### config.mk
export PLATFORM = sky130hd
export DESIGN_NAME = instr_fetch_unit_flat
export DESIGN_NICKNAME = d
export VERILOG_FILES = /design/src/rtl/instr_fetch_unit_if.sv /design/src/rtl/instr_fetch_unit.sv /design/src/flat_wrapper.sv
export SDC_FILE = /design/constraint.sdc
export NUM_CORES = 1
export LEC_CHECK = 0
export ABC_AREA = 1
export CAP_MARGIN = 20
export CORE_ASPECT_RATIO = 1.5
export CORE_MARGIN = 5
export CORE_UTILIZATION = 55
export CTS_BUF_LIST = sky130_fd_sc_hd__clkbuf_4
export CTS_CLUSTER_DIAMETER = 30
export DETAILED_ROUTE_END_ITERATION = 8
export DONT_BUFFER_PORTS = 1
export PLACE_DENSITY_LB_ADDON = 0.08
export SLEW_MARGIN = 20
export SYNTH_ARGS = -nofsm -noshare
export SYNTH_HDL_FRONTEND = slang
export SYNTH_SLANG_ARGS = --single-unit
### constraint.sdc
create_clock -name clock -period 4.8 [get_ports clock]
set_clock_uncertainty 0.2 [all_clocks]
set_input_delay 0.24 -clock clock [delete_from_list [all_inputs] [get_ports clock]]
set_output_delay 0.24 -clock clock [all_outputs]
set_load 0.02 [all_outputs]
### src/rtl/instr_fetch_unit_if.sv
// Fetch-stage bundle: the shared MainMemory read port and the instruction
// stream towards Control (including the jump redirect).
//
// Instruction stream handshake: instr/instr_pc are meaningful only while
// instr_valid is high. A word is consumed at a rising clock edge where
// instr_valid & instr_ready are both high. instr_valid never depends
// combinationally on instr_ready. A jump in the same cycle cancels that
// consumption.
interface instr_fetch_unit_if;
  logic [15:0] mem_addr;
  logic        mem_rd_en;
  logic        mem_grant;
  logic [7:0]  mem_rdata;
  logic [15:0] instr;
  logic [15:0] instr_pc;
  logic        instr_valid;
  logic        instr_ready;
  logic        jump;
  logic [15:0] jump_addr;

  // Fetch unit side.
  modport master (
    output mem_addr, mem_rd_en, instr, instr_pc, instr_valid,
    input  mem_grant, mem_rdata, instr_ready, jump, jump_addr
  );

  // Memory / Control side.
  modport slave (
    input  mem_addr, mem_rd_en, instr, instr_pc, instr_valid,
    output mem_grant, mem_rdata, instr_ready, jump, jump_addr
  );
endinterface

### src/rtl/instr_fetch_unit.sv
// Instruction fetch stage: reads two bytes per instruction through the shared
// memory port, assembles them big-endian and queues {instr, pc} in a 2-entry
// buffer drained by Control. Entry 0 of the buffer is always the head.
module instr_fetch_unit #(
  parameter logic [15:0] RESET_PC  = 16'h0000,
  parameter int          MEM_BYTES = 16384
) (
  input  logic              clock,
  input  logic              reset,
  instr_fetch_unit_if.master bus,
  output logic [1:0]        state_dbg
);

  localparam logic [15:0] ADDR_MASK = 16'(MEM_BYTES - 1);
  localparam logic [15:0] PC_INIT   = RESET_PC & ADDR_MASK & 16'hFFFE;

  typedef enum logic [1:0] {
    FETCH_HI = 2'd0,
    FETCH_LO = 2'd1,
    WRITE    = 2'd2
  } state_t;

  state_t            state_q, state_d;
  logic [15:0]       pc_q, pc_d;
  logic [7:0]        hi_byte_q, hi_byte_d;
  logic [1:0]        count_q, count_d;
  logic [1:0][15:0]  buf_instr_q, buf_instr_d;
  logic [1:0][15:0]  buf_pc_q, buf_pc_d;

  logic              issue;
  logic              push;
  logic              pop;
  logic [1:0]        count_after_pop;

  // Memory port drive: the high byte is requested in FETCH_HI, the low byte in FETCH_LO.
  always_comb begin
    issue         = (state_q == FETCH_HI) && bus.mem_grant && (count_q != 2'd2);
    bus.mem_addr  = (state_q == FETCH_LO) ? ((pc_q + 16'd1) & ADDR_MASK) : pc_q;
    bus.mem_rd_en = 1'b0;
    if (!reset) begin
      case (state_q)
        FETCH_HI: bus.mem_rd_en = issue;
        FETCH_LO: bus.mem_rd_en = bus.mem_grant;
        default:  bus.mem_rd_en = 1'b0;
      endcase
    end
  end

  assign bus.instr       = buf_instr_q[0];
  assign bus.instr_pc    = buf_pc_q[0];
  assign bus.instr_valid = (count_q != 2'd0);
  assign state_dbg       = state_q;

  // Next-state: fetch sequencing, buffer push/pop, and jump redirect on top.
  always_comb begin
    state_d         = state_q;
    pc_d            = pc_q;
    hi_byte_d       = hi_byte_q;
    count_d         = count_q;
    buf_instr_d     = buf_instr_q;
    buf_pc_d        = buf_pc_q;
    push            = 1'b0;
    pop             = (count_q != 2'd0) && bus.instr_ready;
    count_after_pop = count_q;

    case (state_q)
      FETCH_HI: begin
        if (issue) state_d = FETCH_LO;
      end
      FETCH_LO: begin
        // Losing the port here means the high byte in flight is gone too,
        // so the whole word is refetched from pc.
        if (bus.mem_grant) begin
          hi_byte_d = bus.mem_rdata;
          state_d   = WRITE;
        end else begin
          state_d   = FETCH_HI;
        end
      end
      WRITE: begin
        push    = 1'b1;
        pc_d    = (pc_q + 16'd2) & ADDR_MASK;
        state_d = FETCH_HI;
      end
      default: state_d = FETCH_HI;
    endcase

    // Pop shifts entry 1 forward; push then lands behind whatever remains.
    if (pop) begin
      buf_instr_d[0]  = buf_instr_q[1];
      buf_pc_d[0]     = buf_pc_q[1];
      count_after_pop = count_q - 2'd1;
    end
    if (push) begin
      if (count_after_pop == 2'd0) begin
        buf_instr_d[0] = {hi_byte_q, bus.mem_rdata};
        buf_pc_d[0]    = pc_q;
      end else begin
        buf_instr_d[1] = {hi_byte_q, bus.mem_rdata};
        buf_pc_d[1]    = pc_q;
      end
    end
    count_d = count_after_pop + {1'b0, push};

    // Redirect flushes the buffer and drops any word in flight.
    if (bus.jump) begin
      pc_d        = bus.jump_addr & ADDR_MASK & 16'hFFFE;
      count_d     = 2'd0;
      state_d     = FETCH_HI;
      hi_byte_d   = hi_byte_q;
      buf_instr_d = buf_instr_q;
      buf_pc_d    = buf_pc_q;
    end
  end

  // State registers; reset beats everything including a jump.
  always_ff @(posedge clock) begin
    if (reset) begin
      state_q     <= FETCH_HI;
      pc_q        <= PC_INIT;
      hi_byte_q   <= 8'h00;
      count_q     <= 2'd0;
      buf_instr_q <= '0;
      buf_pc_q    <= '0;
    end else begin
      state_q     <= state_d;
      pc_q        <= pc_d;
      hi_byte_q   <= hi_byte_d;
      count_q     <= count_d;
      buf_instr_q <= buf_instr_d;
      buf_pc_q    <= buf_pc_d;
    end
  end

endmodule
### src/flat_wrapper.sv
// flat-port wrapper written by rule: the top's interface ports become plain ports
module instr_fetch_unit_flat 
#(
  parameter logic [15:0] RESET_PC  = 16'h0000,
  parameter int          MEM_BYTES = 16384
)
  (clock, reset, state_dbg, bus_mem_addr, bus_mem_rd_en, bus_instr, bus_instr_pc, bus_instr_valid, bus_mem_grant, bus_mem_rdata, bus_instr_ready, bus_jump, bus_jump_addr);
  instr_fetch_unit_if bus_i ();
  input  logic clock;
  input  logic reset;
  output logic [1:0] state_dbg;
  output wire logic [$bits(bus_i.mem_addr)-1:0] bus_mem_addr;
  output wire logic [$bits(bus_i.mem_rd_en)-1:0] bus_mem_rd_en;
  output wire logic [$bits(bus_i.instr)-1:0] bus_instr;
  output wire logic [$bits(bus_i.instr_pc)-1:0] bus_instr_pc;
  output wire logic [$bits(bus_i.instr_valid)-1:0] bus_instr_valid;
  input wire logic [$bits(bus_i.mem_grant)-1:0] bus_mem_grant;
  input wire logic [$bits(bus_i.mem_rdata)-1:0] bus_mem_rdata;
  input wire logic [$bits(bus_i.instr_ready)-1:0] bus_instr_ready;
  input wire logic [$bits(bus_i.jump)-1:0] bus_jump;
  input wire logic [$bits(bus_i.jump_addr)-1:0] bus_jump_addr;
  assign bus_mem_addr = bus_i.mem_addr;
  assign bus_mem_rd_en = bus_i.mem_rd_en;
  assign bus_instr = bus_i.instr;
  assign bus_instr_pc = bus_i.instr_pc;
  assign bus_instr_valid = bus_i.instr_valid;
  assign bus_i.mem_grant = bus_mem_grant;
  assign bus_i.mem_rdata = bus_mem_rdata;
  assign bus_i.instr_ready = bus_instr_ready;
  assign bus_i.jump = bus_jump;
  assign bus_i.jump_addr = bus_jump_addr;
  instr_fetch_unit #(.RESET_PC(RESET_PC), .MEM_BYTES(MEM_BYTES)) u_core (.clock(clock), .reset(reset), .bus(bus_i), .state_dbg(state_dbg));
endmodule
==> run metrics, run 1 <==
outcome=complete, no violations; Post-synth top cells=nand2_1, nor2_1, dfxtp_1, inv_1, nand3_1; Leak=1.858 nW; Pre-antenna DRT Iters=4; fmax=0.3059 GHz; fin crit share=0.6811; Setup Buffers After CTS=0; DR vias=3,889; antenna cells=0; Setup WS pre-CTS=1482 ps; max-slew violation count=0; Post-synth EDFFs=0; ANT nets after route=0; Initial Utilization=0.5597; worst reg2reg path endpoint=u_core.bus.instr_pc[4]; Seq/Total Area, Yosys=0.3865; post-layout util=0.5682; clk slew on worst S/H paths=130 ps; post-CTS sizing=0; total length of routed wires=10.82 mm; Critical Path Source Type=flip-flop; fraction of layout cells with a size suffix above 1=0.06645; met3 usage=0.06408; max capacitance violation total=0; Tot Pwr=1.258 mW; hold crit path type=in2reg; cts-stage hold buffer count=27; CP required=4970 ps; area leader, netlist=dfxtp_1; Crit path max-delay family=simple AND/OR/NAND/NOR gates; setup TNS=0 ps; Worst slew margin=0.3616; DPL Wire Length=6.791 mm; Ports=81; CP dominant cell by count=nor2_1; synthesized area per cell=6.895 µm²; critical path type=reg2reg; crit-path max cell delay=800 ps; NumNets Final=647; Wirelength per Cell=14.99 µm; share of the synthesized area in the top cell type=0.3865; most common cell in the netlist=nand2_1; pwr/cell area=278.3 mW/mm²; Most used DFF post-synth=dfxtp_1; gpl congestion=0.9152; clock sinks=86; R2R setup slack=1530 ps; largest net degree at the start of global routing=71; GRT met2 Usage=0.3775; die height=120.2 µm; Die W=83.48 µm; Yosys warnings=0; GR Overflow Total=0; Core Area=0.007958 mm²; slew of the pin with the lowest slew margin=954.0 ps; GRT Total Usage=0.2160; Final Hold Viols=0; WHS Path Cells=3; Max IR drop VDD=0.1700 mV; hold wc startpoint=bus_jump; Crit Path Max Fanout=32; CTS tree=yes; Post-synth ARST share=0; Num CTS Buffers=9; grt met1 use=0.2439; 1st-iter DRT viols=254; fin crit period=3269 ps; H-tree depth=3; Final setup viols=0; CP arrival=3440 ps; Worst R2R Start=u_core.count_q[0]; Synth area leaders=dfxtp_1, nand2_1, nor2_1, buf_4, nand3_1; Clock Path Buffers=2; Critical Path, Cell by Cell=inv_1 > ha_1 > inv_2 > nand3_1 > nand2_2 > nand3_4 > a21oi_4 > nor2_1 > nor2_1; global-route wire length before repair=17.80 mm; worst setup margin=1531 ps; port buffer count=0; Cells after Synth=646; R2R depth=9; grt peak-use layer=met2; vias in the first global route=3,613; drt drc=0; initial antenna violation count=0; area delta synth->final=1.517%; Hold Path Sink=u_core.pc_q[2]; Netlist cell types=32; Clock Root Buffer=clkbuf_4; Setup crit end kind=flip-flop; CP bufs+invs=2; # rows=40; Crit path depth=9; slowest CP cell=a21oi_4; drt via density=5.386; Synth Cell Area=0.004454 mm²; RSZ-0062 raised after global routing=no; Worst-Skew Late Latency=440 ps; Seq cells post-synth=86; die area=0.01004 mm²
tightest hold or removal path, delay by kind of cell:
family / cells / cell delay, ps
AO/OA/AOI/OAI: 1 / 70
buffers and inverters: 1 / 300
AND/OR/NAND/NOR: 1 / 160
cells in the final DEF (no fill, tap or decap), types with 3 or more instances in the layout:
master,synthesis,routed
nand2_1,138,138
nor2_1,105,105
dfxtp_1,86,86
inv_1,51,51
nand3_1,50,50
o21ai_0,31,31
nand4_1,31,31
a21oi_1,27,27
dlygate4sd3_1,0,27
o21ai_1,12,12
clkbuf_4,0,12
a21oi_2,9,9
inv_2,6,6
a31oi_1,4,4
ha_1,4,4
nor3_1,3,3
o211ai_1,3,3
layer usage:
metal | wire [µm] | up-vias
met2 | 5344 | 119
li1 | - | 1989
met3 | 670 | 25
met1 | 4495 | 1756
met5 | 0 | -
met4 | 311 | 0
area by class of cell:
cell class	count	area (µm²)
tap	105	131.4
clock inverter	2	35.03
sequential	86	1722
inverter	58	217.7
timing repair buffer	28	277.8
clock buffer	12	90.09
fill	761	3436
multi-input combinational	431	2048
per-stage QoR:
step | cell area (µm²) | hold WS, ps | instances
after floorplan | 4458 | 174.9 | 647
after global placement | 4121 | 105.1 | 681
after detailed placement | 4121 | 107.0 | 681
after CTS | 4517 | 154.4 | 722
after global routing | 4522 | 207.0 | 722
final | 4522 | 178.3 | 722
cells by family after synthesis:
kind of cell / after synthesis / share of synthesized area
buffers and inverters: 130 / 0.1556
AND/OR/NAND/NOR: 336 / 0.3298
adder cells (fa/ha/maj): 4 / 0.01124
AO/OA/AOI/OAI: 89 / 0.1160
other: 1 / 0.0008419
flip-flops: 86 / 0.3865
sequential cells by signal, indices dropped and copies added (netlist names):
signal / count
u_core.buf_instr_q: 16
u_core.bus.instr: 16
u_core.bus.instr_pc: 16
u_core.buf_pc_q: 13
u_core.pc_q: 13
u_core.hi_byte_q: 8
u_core.count_q: 2
u_core.state_dbg: 2
where the power goes:
part / switching, mW / internal, mW / leakage [nW] / total [mW]
Clock: 0.236 / 0.171 / 0.0733 / 0.407
Sequential: 0.0315 / 0.724 / 0.696 / 0.756
Combinational: 0.0590 / 0.0366 / 1.09 / 0.0956
how the worst max path moves through the flow:
stage,to,slack (ps),startpoint
3_3_place_gp,u_core.bus.instr_pc[10],1620,u_core.count_q[0]
5_1_grt,u_core.bus.instr[2],1270,u_core.count_q[0]
3_5_place_dp,u_core.bus.instr_pc[4],1480,u_core.count_q[0]
6_report,u_core.bus.instr_pc[4],1530,u_core.count_q[0]
2_1_floorplan,bus_mem_rd_en,2810,u_core.state_dbg[0]
4_1_cts,u_core.bus.instr_pc[4],1440,u_core.count_q[0]
(Power assumes the default switching activity.)
==> run 2, diff against run 1 <==
==> constraint.sdc (replaced) <==
create_clock -name clock -period 2.7 [get_ports clock]
set_clock_uncertainty 0.2 [all_clocks]
set_input_delay 0.135 -clock clock [delete_from_list [all_inputs] [get_ports clock]]
set_output_delay 0.135 -clock clock [all_outputs]
set_load 0.02 [all_outputs]
==> run 2 against run 1 <==
  * Flip-flop and latch count unchanged
  * Worst setup slack got worse by 1300 ps
  * First-iteration DRC count fell by 29%
  * Die area unchanged
  * Via count is 2.4% higher
  * Total power rose by 93%
  * Largest power group unchanged
  * Critical path depth decreased by 2
  * Largest cell class unchanged
  * Design area is 3.7% higher
  * Non-clock buffer count is 15 higher
  * Count of clock-buffer cells in the layout down 3
  * Highest routed layer unchanged
==> run metrics, run 2 (synthesis results as in run 1) <==
Tot Pwr=2.432 mW; drt via density=5.391; Leak=1.939 nW; # rows=40; fin crit period=2507 ps; fraction of layout cells with a size suffix above 1=0.08991; Final Hold Viols=0; Num CTS Buffers=9; GR Overflow Total=0; R2R depth=9; slew of the pin with the lowest slew margin=808.7 ps; Worst-Skew Late Latency=440 ps; Final setup viols=0; port buffer count=0; fill cell count=765; most frequent cells in the layout=nand2_1, nor2_1, dfxtp_1; Critical Path Source Type=primary input; Worst R2R Start=u_core.state_dbg[0]; CP required=2840 ps; die height=120.2 µm; max capacitance violation total=0; WHS Path Cells=6; R2R setup slack=220 ps; total length of routed wires=10.97 mm; Ports=81; Die W=83.48 µm; pwr/cell area=518.6 mW/mm²; GRT Total Usage=0.2209; worst reg2reg path endpoint=u_core.hi_byte_q[5]; H-tree depth=3; drt drc=0; area delta synth->final=5.281%; NumNets Final=662; crit-path max cell delay=1060 ps; hold crit path type=in2reg; DR vias=3,984; gpl congestion=0.8891; Hold Slack=58.32 ps; Max IR drop VDD=0.3952 mV; Core Area=0.007958 mm²; clock sinks=86; outcome=complete, no violations; DPL Wire Length=7.285 mm; Crit Path Max Fanout=32; Clock Root Buffer=clkbuf_4; Worst slew margin=0.4591; CP Launch Point=bus_jump; slowest CP cell=dlygate4sd3_1; largest net degree at the start of global routing=49; antenna cells=0; Pre-antenna DRT Iters=5; RSZ-0062 raised after global routing=no; area occupied by multi-input gates=0.002046 mm²; Setup Buffers After CTS=0; Reg area=0.001722 mm²; ANT nets after route=0; Initial Utilization=0.5597; max-slew violation count=0; CP endpoint=u_core.pc_q[10]; Clock Path Buffers=2; die area=0.01004 mm²; most common cell after layout, fill and taps aside=nand2_1; CTS tree=yes; CP arrival=2650 ps; worst setup margin=193.4 ps; 1st-iter DRT viols=180; initial antenna violation count=0; critical path type=in2reg; global-route wire length before repair=18.13 mm; Critical Path, Cell by Cell=dlygate4sd3_1 > inv_2 > nor2_1 > nor2_1 > nand2_1 > a21oi_1 > dlygate4sd3_1; setup TNS=0 ps; Setup crit end kind=flip-flop; Wirelength per Cell=14.85 µm; fin crit share=0.9284; fmax=0.3990 GHz; clk slew on worst S/H paths=130 ps; Setup WS pre-CTS=287.0 ps; vias in the first global route=3,745
[run 2: how the worst min path moves through the flow]
| stage | start | slack [ps] | endpoint |
|---|---|---|---|
| after global placement | reset | 0.8 | u_core.buf_pc_q[19] |
| after detailed placement | reset | 1 | u_core.buf_pc_q[19] |
| after floorplan | bus_mem_rdata[0] | 70 | u_core.hi_byte_q[0] |
| after CTS | bus_instr_ready | 40 | u_core.bus.instr[2] |
| final | bus_instr_ready | 60 | u_core.bus.instr[2] |
| after global routing | bus_instr_ready | 90 | u_core.bus.instr[4] |
[run 2: final cells by class]
| cell class | count | area share |
|---|---|---|
| inverters | 58 | 0.04642 |
| flip-flops and latches | 86 | 0.3671 |
| well taps | 105 | 0.02801 |
| multi-input cells | 431 | 0.4362 |
| repair buffers | 43 | 0.08378 |
| clock buffers | 9 | 0.01441 |
| clock inverters | 7 | 0.02401 |
[run 2: timing repair]
item,CTS,global route
setup endpoints to repair,0,1
gates resized for setup,0,1
hold buffers,28,0
hold endpoints to repair,70,0
[run 2: metal layers]
metal  up-vias  share of wire  GRT usage  wire length (µm)
li1       2013              -          -                 -
met1      1819           0.40     0.2491              4376
met2       126           0.51     0.3916              5554
met3        26          0.064    0.05590               707
met4         0          0.031    0.09759               335
met5         -              0          0                 0
[run 2: report_power, final]
part           switching (mW)  internal [mW]
clock                   0.445          0.464
sequential             0.0490           1.29
combinational           0.114         0.0714
[run 2: worst max-delay path, delay by kind of cell]
| kind | cells | cell delay [ps] |
|---|---|---|
| compound gates | 1 | 50 |
| buf+inv | 3 | 2120 |
| simple gates | 3 | 330 |
[run 2: through the flow]
stage / utilization / cells / instance area [µm²]
5_1_grt: 0.5893 / 739 / 4690
3_5_place_dp: 0.5311 / 695 / 4227
6_report: 0.5893 / 739 / 4690
2_1_floorplan: - / 647 / 4458
4_1_cts: 0.5890 / 739 / 4687
3_3_place_gp: 0.5311 / 695 / 4227
==> run 3, diff against run 2 <==
--- a/config.mk
+++ b/config.mk
@@ -5,7 +5,6 @@
 export SDC_FILE = /design/constraint.sdc
 export NUM_CORES = 1
 export LEC_CHECK = 0
-export ABC_AREA = 1
 export CAP_MARGIN = 20
 export CORE_ASPECT_RATIO = 1.5
 export CORE_MARGIN = 5
==> run 3 against run 2 <==
  * Total power decreased by 13%
  * Count of clock-buffer cells in the layout increased by 3
  * Area after synthesis decreased by 5.1%
  * Sequential power about the same
  * Fmax decreased by 1.6%
  * Combinational power decreased by 15%
  * Cell count decreased by 25%
  * Critical endpoint is now u_core.pc_q[5]
==> run metrics, run 3 <==
Clock Root Buffer=clkbuf_4; global-route wire length before repair=15.56 mm; Comb power frac=0.075; Max IR drop VDD=0.2998 mV; Netlist cell types=39; Wirelength per Cell=17.37 µm; most common cell in the netlist=dfxtp_1; die height=117.4 µm; Reg power frac=0.625; H-tree depth=3; setup TNS=0 ps; Synth Cell Area=0.004225 mm²; antenna cells=0; fmax=0.3927 GHz; largest net degree at the start of global routing=84; post-CTS sizing=0; RSZ-0062 raised after global routing=no; GR Overflow Total=0; synthesized area per cell=9.106 µm²; Crit Path Max Fanout=7; Ports=81; Worst R2R Start=u_core.pc_q[1]; worst setup margin=153.3 ps; fin crit period=2547 ps; internal power=1.571 mW; hold crit path type=in2reg; clock sinks=86; Hold Path Sink=u_core.pc_q[2]; fraction of layout cells with a size suffix above 1=0.1438; Final Hold Viols=0; Leak=1.703 nW; Clock Path Buffers=2; fin crit share=0.9432; share of the synthesized area in the top cell type=0.4075; 1st-iter DRT viols=175; Critical Path Source Type=flip-flop; Finished Cell Area=0.004409 mm²; Die W=81.57 µm; # rows=39; Worst-Skew Late Latency=420 ps; max-slew violation count=0; port buffer count=0; most frequent cells in the layout=dfxtp_1, nor2_1, nand3_1; hold wc startpoint=bus_jump; drt via density=5.668; most common cell after layout, fill and taps aside=dfxtp_1; Post-synth EDFFs=0; NumNets Final=480; Hold Slack=27.04 ps; initial antenna violation count=0; Pre-antenna DRT Iters=4; CTS tree=yes; sw frac=0.2612; DPL Wire Length=6.016 mm; Post-synth ARST share=0; worst reg2reg path endpoint=u_core.pc_q[5]; area leader, netlist=dfxtp_1; die area=0.009572 mm²; R2R setup slack=150 ps; Seq/Total Area, Yosys=0.4075; DR vias=3,140; area delta synth->final=4.353%; Final setup viols=0; Core Area=0.007564 mm²; Setup crit end kind=flip-flop; critical path type=reg2reg; drt drc=0; slew of the pin with the lowest slew margin=629.1 ps; pwr/cell area=482.1 mW/mm²; max capacitance violation total=0; Post-synth top cells=dfxtp_1, nor2_1, buf_4, nand3_1, mux2i_1; Yosys warnings=0; Cells after Synth=464; Worst slew margin=0.5773; post-place instance area=0.004023 mm²; WHS Path Cells=3; CP arrival=2730 ps; vias in the first global route=3,116; placed cell count=512; Initial Utilization=0.5586; Most used DFF post-synth=dfxtp_1; Synth area leaders=dfxtp_1, a311oi_2, mux2i_1, buf_4, nor2_1; outcome=complete, no violations; clk slew on worst S/H paths=120 ps; final non-filler cell total=554; gpl congestion=0.7743; CP required=2880 ps; R2R depth=6; Setup WS pre-CTS=378.1 ps; Seq cells post-synth=86; total length of routed wires=9.623 mm; Sw Pwr=0.5554 mW; ANT nets after route=0; clock network power share=0.300; GRT Total Usage=0.2085; Num CTS Buffers=9
## run 3: critical path: stages (launching register included)
cell and delay [ps]:
dfxtp_1 630, ha_1 250, nand3_1 200, or3_1 370
a21o_1 180, a21oi_1 120, dlygate4sd3_1 550
## run 3: power groups by stage
| stage | clock, mW | combinational [mW] | sequential (mW) |
|---|---|---|---|
| 6_report | 0.638 | 0.159 | 1.33 |
| 5_1_grt | 0.714 | 0.173 | 1.33 |
| 4_1_cts | 0.659 | 0.160 | 1.33 |
| 3_5_place_dp | 0 | 0.0920 | 1.36 |
| 3_3_place_gp | 0 | 0.0906 | 1.36 |
| 2_1_floorplan | 0 | 0.0995 | 1.35 |
## run 3: cell type report
type / instances / area, µm²
fillers: 700 / 3154
multi-input cells: 294 / 1992
flip-flops and latches: 86 / 1722
repair buffers: 41 / 397.9
well taps: 102 / 127.6
clock buffers: 12 / 90.09
inverters: 15 / 56.30
clock inverters: 4 / 23.77
## run 3: layer usage
layer,vias to the layer above,GRT usage,part of all wire
met4,0,0.09197,0.021
met3,14,0.04755,0.052
met1,1513,0.2286,0.39
met2,75,0.3689,0.54
li1,1538,-,-
met5,-,0,0
## run 3: metrics by stage
step	utilization	total power, mW
final	0.5830	2.126
after global routing	0.5830	2.220
after CTS	0.5836	2.148
after detailed placement	0.5318	1.450
after global placement	0.5318	1.448
after floorplan	-	1.452
## run 3: worst max path at each step
stage                            startpoint                endpoint  slack [ps]  cells past startpoint
final                        u_core.pc_q[1]          u_core.pc_q[5]         150                      6
after global routing         u_core.pc_q[1]          u_core.pc_q[5]           5                      6
after CTS                    u_core.pc_q[1]          u_core.pc_q[5]         140                      6
after detailed placement  u_core.count_q[0]  u_core.buf_instr_q[22]         380                      7
after global placement    u_core.count_q[0]     u_core.buf_pc_q[23]         420                      7
after floorplan           u_core.count_q[0]  u_core.bus.instr_pc[5]         540                      9
## run 3: cells by family (layout without fill, tap and decap cells)
logic type                 Yosys count  count (layout)  synth area share
and+or+nand+nor                    150             150            0.1646
AOI/OAI and AO/OA                   94              94            0.1925
DFF                                 86              86            0.4075
buffers and inverters               85              72            0.1223
muxes                               31              31           0.07344
xor gates and xnor gates            13              13           0.02695
adders and majority gates            4               4           0.01185
other                                1               2         0.0008875
## run 3: what timing repair did
| item | 4_1_cts | 5_1_grt |
|---|---|---|
| setup buffers | 0 | 0 |
| hold buffers | 26 | 0 |
| endpoints found under the hold margin | 86 | 0 |
